===== config.mk =====
export PLATFORM = sky130hd
export DESIGN_NAME = onehot_decoder
export DESIGN_NICKNAME = d
export VERILOG_FILES = /design/src/rtl/onehot_pkg.sv /design/src/rtl/onehot_dec_core.sv /design/src/rtl/onehot_decoder.sv
export SDC_FILE = /design/constraint.sdc
export NUM_CORES = 1
export LEC_CHECK = 0
export CAP_MARGIN = 20
export CORE_ASPECT_RATIO = 0.7
export CORE_MARGIN = 2
export CORE_UTILIZATION = 30
export CTS_CLUSTER_SIZE = 16
export DETAILED_ROUTE_END_ITERATION = 12
export GPL_TIMING_DRIVEN = 0
export PLACE_DENSITY = 0.6
export SLEW_MARGIN = 25
export SYNTH_ARGS = -nofsm -noshare
export SYNTH_HDL_FRONTEND = slang
export SYNTH_HIERARCHICAL = 1
export SYNTH_SLANG_ARGS = --single-unit
export TNS_END_PERCENT = 1

===== constraint.sdc =====
create_clock -name clk -period 4.7 [get_ports clk]
set_input_delay 0.705 -clock clk [delete_from_list [all_inputs] [get_ports clk]]
set_output_delay 0.705 -clock clk [all_outputs]
set_load 0.1 [all_outputs]

===== src/rtl/onehot_pkg.sv =====
// Shared types and defaults for the one-hot decoder: buffer occupancy states,
// stored entry layout and the even-parity helper.
package onehot_pkg;

  localparam int DEF_IN_W  = 3;
  localparam int DEF_CNT_W = 16;
  localparam int MAX_IN_W  = 5;

  typedef enum logic [1:0] {
    EMPTY = 2'd0,
    ONE   = 2'd1,
    FULL  = 2'd2
  } buf_state_e;

  // Code field is sized for the widest legal code; narrower builds zero-extend.
  typedef struct packed {
    logic                en;
    logic [MAX_IN_W-1:0] code;
  } entry_t;

  function automatic logic even_par(input logic en, input logic [MAX_IN_W-1:0] code);
    return en ^ (^code);
  endfunction

endpackage


===== src/rtl/onehot_dec_core.sv =====
// Combinational decode of a stored {en, code} entry into a one-hot word.
module onehot_dec_core
  import onehot_pkg::*;
#(
  parameter int IN_W  = DEF_IN_W,
  parameter int OUT_W = 1 << IN_W
) (
  input  logic             en,
  input  logic [IN_W-1:0]  code,
  output logic [OUT_W-1:0] out,
  output logic             out_v
);

  always_comb begin
    out   = '0;
    out_v = en;
    if (en) out[code] = 1'b1;
  end

endmodule


===== src/rtl/onehot_decoder.sv =====
// Valid/ready one-hot decoder with a 2-entry buffer; decode happens at the buffer head.
// Optional input parity checking is compiled in with ONEHOT_DECODER_PARITY_EN.
module onehot_decoder
  import onehot_pkg::*;
#(
  parameter int IN_W  = DEF_IN_W,
  parameter int OUT_W = 1 << IN_W,
  parameter int CNT_W = DEF_CNT_W
) (
  input  logic             clk,
  input  logic             rst_n,
  input  logic             in_valid,
  output logic             in_ready,
  input  logic [IN_W-1:0]  in_code,
  input  logic             in_en,
`ifdef ONEHOT_DECODER_PARITY_EN
  input  logic             in_par,
  output logic             par_err,
`endif
  output logic             out_valid,
  input  logic             out_ready,
  output logic [OUT_W-1:0] out,
  output logic             out_v,
  output logic [CNT_W-1:0] dec_cnt
);

  buf_state_e       state, state_nxt;
  logic             wr_ptr, rd_ptr;
  entry_t           mem [2];
  entry_t           wr_entry, head;
  logic             push, pop, bad_par;
  logic [OUT_W-1:0] core_out;
  logic             core_v;

  assign push      = in_valid & in_ready;
  assign out_valid = (state != EMPTY);
  assign pop       = out_valid & out_ready;

`ifdef ONEHOT_DECODER_PARITY_EN
  assign bad_par = in_par != even_par(in_en, MAX_IN_W'(in_code));
`else
  assign bad_par = 1'b0;
`endif

  // A parity-failed entry is still stored so ordering is kept, but decodes to zero.
  always_comb begin
    wr_entry.en   = in_en & ~bad_par;
    wr_entry.code = MAX_IN_W'(in_code);
  end

  always_comb begin
    state_nxt = state;
    unique case ({push, pop})
      2'b10: state_nxt = (state == EMPTY) ? ONE : FULL;
      2'b01: state_nxt = (state == FULL) ? ONE : EMPTY;
      default: state_nxt = state;
    endcase
  end

  // in_ready is derived from the next state so it stays registered and never sees out_ready combinationally.
  always_ff @(posedge clk or negedge rst_n) begin
    if (!rst_n) begin
      state    <= EMPTY;
      wr_ptr   <= 1'b0;
      rd_ptr   <= 1'b0;
      in_ready <= 1'b0;
      mem[0]   <= '0;
      mem[1]   <= '0;
    end else begin
      state    <= state_nxt;
      in_ready <= (state_nxt != FULL);
      if (push) begin
        mem[wr_ptr] <= wr_entry;
        wr_ptr      <= ~wr_ptr;
      end
      if (pop) rd_ptr <= ~rd_ptr;
    end
  end

  assign head = mem[rd_ptr];

  onehot_dec_core #(
    .IN_W (IN_W),
    .OUT_W(OUT_W)
  ) u_core (
    .en   (head.en),
    .code (head.code[IN_W-1:0]),
    .out  (core_out),
    .out_v(core_v)
  );

  assign out   = out_valid ? core_out : '0;
  assign out_v = out_valid & core_v;

  always_ff @(posedge clk or negedge rst_n) begin
    if (!rst_n) begin
      dec_cnt <= '0;
    end else if (pop && out_v && (dec_cnt != '1)) begin
      dec_cnt <= dec_cnt + CNT_W'(1);
    end
  end

`ifdef ONEHOT_DECODER_PARITY_EN
  always_ff @(posedge clk or negedge rst_n) begin
    if (!rst_n) par_err <= 1'b0;
    else        par_err <= push & bad_par;
  end
`endif

endmodule

==> results.cfg <==
[outcome]
status = finished, final reports clean

[placement]
dpl.hpwl_um = 2430
gp_routability_congestion = 0.774
io_buffer_count = 34
dp_worst_setup_slack_ns = 1.55

[sta]
hold_violations = 0
timing.final.crit_period_ns = 3.44
grt_setup_unrepaired = no
final.setup.worst_slack_ns = 1.26
fin_tns_setup_ns = 0
max_fclk_ghz = 0.291
slew_viol_final = 0
max_slew.worst_pin.slew_ns = 0.982
setup-violations-final = 0
finalCritPeriodShare_pct = 73.1
worst_slew_margin_rel_pct = 34.4
fin_skew_ns = 0.00502

[cells_and_area]
fillers = 496
antenna-diode-count = 0
drive_gt1_share_pct = 21.3
finalNetCount = 180
syn_to_final_growth_pct = 32.5

[critical_path]
crit_fanout = 8
worst_r2r_path_depth = 9
cpPeakStageDelay_ns = 1.14
r2r_end = in_ready$_DFF_PN0_
crit_path_cells = mux2_2 -> and4bb_2 -> nor2b_1 -> clkdlybuf4s50_1
critical_path.slowest_cell = sky130_fd_sc_hd__clkdlybuf4s50_1
rr_startpoint = state[1]$_DFF_PN0_
count_of_buffering_cells_on_the_critical_path_with_inverters_included = 1
cp.arrival_ns = 2.73
cpLargestDelayFamily = buffers and inverters
endpoint_kind = primary output
setup_crit_path_kind = reg2out
required_time_of_the_critical_path_ns = 3.99
startpoint_types = flop
worst-r2r-setup-slack_ns = 2.65

[global_routing]
antenna_violations_before_repair = 0
grt-busiest-layer = met2
maximum_number_of_pins_on_one_net_before_global_route_repair = 30
wire_length_of_the_first_global_routing_pass_um = 5640
globalRouteTotalUtil_pct = 12.1
global_route_met2_utilization_pct = 19.2
gr-total-overflow = 0
number_of_global_route_vias_before_repair = 1212
grt_util_met1_pct = 15.7
groute.layer.met3.usage_pct = 4.07

[clock_network]
postCtsSetupBuffers = 0
cts-resized-gates = 0
post_cts_hold_buffer_count = 0
numClockSinks = 29
cts.htree.levels = 2
clockRootBuffer = sky130_fd_sc_hd__clkbuf_8
tritoncts = built
clock_path_buffers = 2
cts_buffers = 5
worst_setup_hold_path_clk_slew_ns = 0.06
clock_latency_ns = 0.28

[floorplan]
chip_height_um = 64.4
core.rowCount = 21
design.portCount = 35
fp.dieW_um = 90.3
die_ar_mm2 = 0.00582
start_util_pct = 32.0
placeableCoreArea_mm2 = 0.00489

[power_and_ir_drop]
total_leakage_power_uw = 0.000930
ir_worst_vdd_uv = 384
p_per_area_mw_per_mm2 = 619

[drt]
length_of_the_first_detailed_routing_pass_in_iterations = 4
drt-vias-per-instance = 4.76
wire_per_inst_um = 13.5
finalWirelength_um = 3220
antenna_violating_nets_post_route = 0
num_vias = 1133
post-route-drc-count = 0
dr_iter_0_viols = 9

[synth]
synth_cell_type_count = 35
post_synth_instance_area_mm2 = 0.00156
yosys.area.top_type = sky130_fd_sc_hd__dfrtp_1
yosysMostFrequentCell = sky130_fd_sc_hd__dfrtp_1
prevailing_post_synth_register_cell = sky130_fd_sc_hd__dfrtp_1
synth_edf_count = 0
synth-seq-area-share_pct = 46.4
synth.cells.most_frequent = sky130_fd_sc_hd__dfrtp_1 (29), sky130_fd_sc_hd__xor2_1 (13), sky130_fd_sc_hd__mux2_2 (12)
synth_seq_cells = 29
mappedNetlistNets = 139
ys_warn_count = 6
fraction_of_post_synthesis_cell_area_in_the_top_cell_type_by_area_pct = 46.4
yosys-top-cells-area = sky130_fd_sc_hd__dfrtp_1 (46%), sky130_fd_sc_hd__mux2_2 (8.6%), sky130_fd_sc_hd__xor2_1 (7.3%)
postSynth.asyncResetShare_pct = 100
post_synth_inst_count = 128
syn-mean-instance-area_um2 = 12.2

[hold_path]
hold_class = in2async

[job]
cap_viol_max_count = 0
-- state kept, by name, summed over array words and instances, names as in the netlist --
signal,cells
wr_ptr,1
state,2
mem,8
dec_cnt,16
rd_ptr,1
in_ready,1
-- layer usage --
layer,up-vias,share of wire [%]
met3,4,4.5
met2,21,46
li1,546,-
met5,-,0
met4,0,1.1
met1,562,49
-- cells in the final DEF (no fill, tap or decap), types with 4 or more instances in the layout --
cell | synthesis | routed
sky130_fd_sc_hd__clkbuf_8 | 0 | 6
sky130_fd_sc_hd__clkdlybuf4s50_1 | 0 | 33
sky130_fd_sc_hd__dfrtp_1 | 29 | 29
sky130_fd_sc_hd__inv_1 | 4 | 4
sky130_fd_sc_hd__mux2_2 | 12 | 12
sky130_fd_sc_hd__nand2_1 | 6 | 6
sky130_fd_sc_hd__nor2b_1 | 10 | 10
sky130_fd_sc_hd__nor3_1 | 8 | 8
sky130_fd_sc_hd__xor2_1 | 13 | 13
-- through the flow --
stage | cell area, µm² | hold slack, ns | cells | utilization (%) | power, µW
final | 2070 | 0.451 | 238 | 42.4 | 1280
after floorplan | 1560 | 0.409 | 128 | - | 931
after detailed placement | 1990 | 0.494 | 231 | 40.6 | 1090
after global routing | 2070 | 0.508 | 238 | 42.4 | 1360
after CTS | 2070 | 0.477 | 238 | 42.4 | 1300
after global placement | 1990 | 0.483 | 231 | 40.7 | 1070
-- power breakdown --
| part | switching (µW) | total (µW) | internal (µW) |
|---|---|---|---|
| sequential | 68.3 | 389 | 320 |
| clock | 88.7 | 205 | 116 |
| combinational | 455 | 689 | 233 |
-- final cells by class --
cell class	count	area, µm²	share of cell area [%]
plain buffers	1	7.51	0.362
clock buffers	7	86.3	4.17
inverters	4	15.0	0.725
multi-input cells	94	816	39.4
flip-flops and latches	29	726	35.0
well taps	69	86.3	4.17
repair buffers	34	335	16.2
-- worst max-delay path by stage --
stage                             from  endpoint  slack (ns)  cells after the start
CTS                 rd_ptr$_DFFE_PN0P_    out[4]        1.24                      4
finish              rd_ptr$_DFFE_PN0P_    out[4]        1.26                      4
detailed placement  rd_ptr$_DFFE_PN0P_    out[4]        1.55                      4
global placement    rd_ptr$_DFFE_PN0P_    out[0]        1.56                      4
global route        rd_ptr$_DFFE_PN0P_    out[1]        1.14                      4
floorplan           rd_ptr$_DFFE_PN0P_    out[1]        1.55                      3
-- logic make-up (layout without fill, tap and decap cells) --
kind of cell / Yosys count / count (layout) / share of synthesized area [%]
DFF: 29 / 29 / 46.4
buffers and inverters: 5 / 46 / 1.44
and+or+nand+nor: 56 / 56 / 27.5
AOI/OAI and AO/OA: 5 / 5 / 3.04
adders and majority gates: 3 / 3 / 2.40
muxes: 14 / 14 / 10.2
xor gates and xnor gates: 16 / 16 / 8.96
Note: power is estimated with default switching activity, not from simulation.
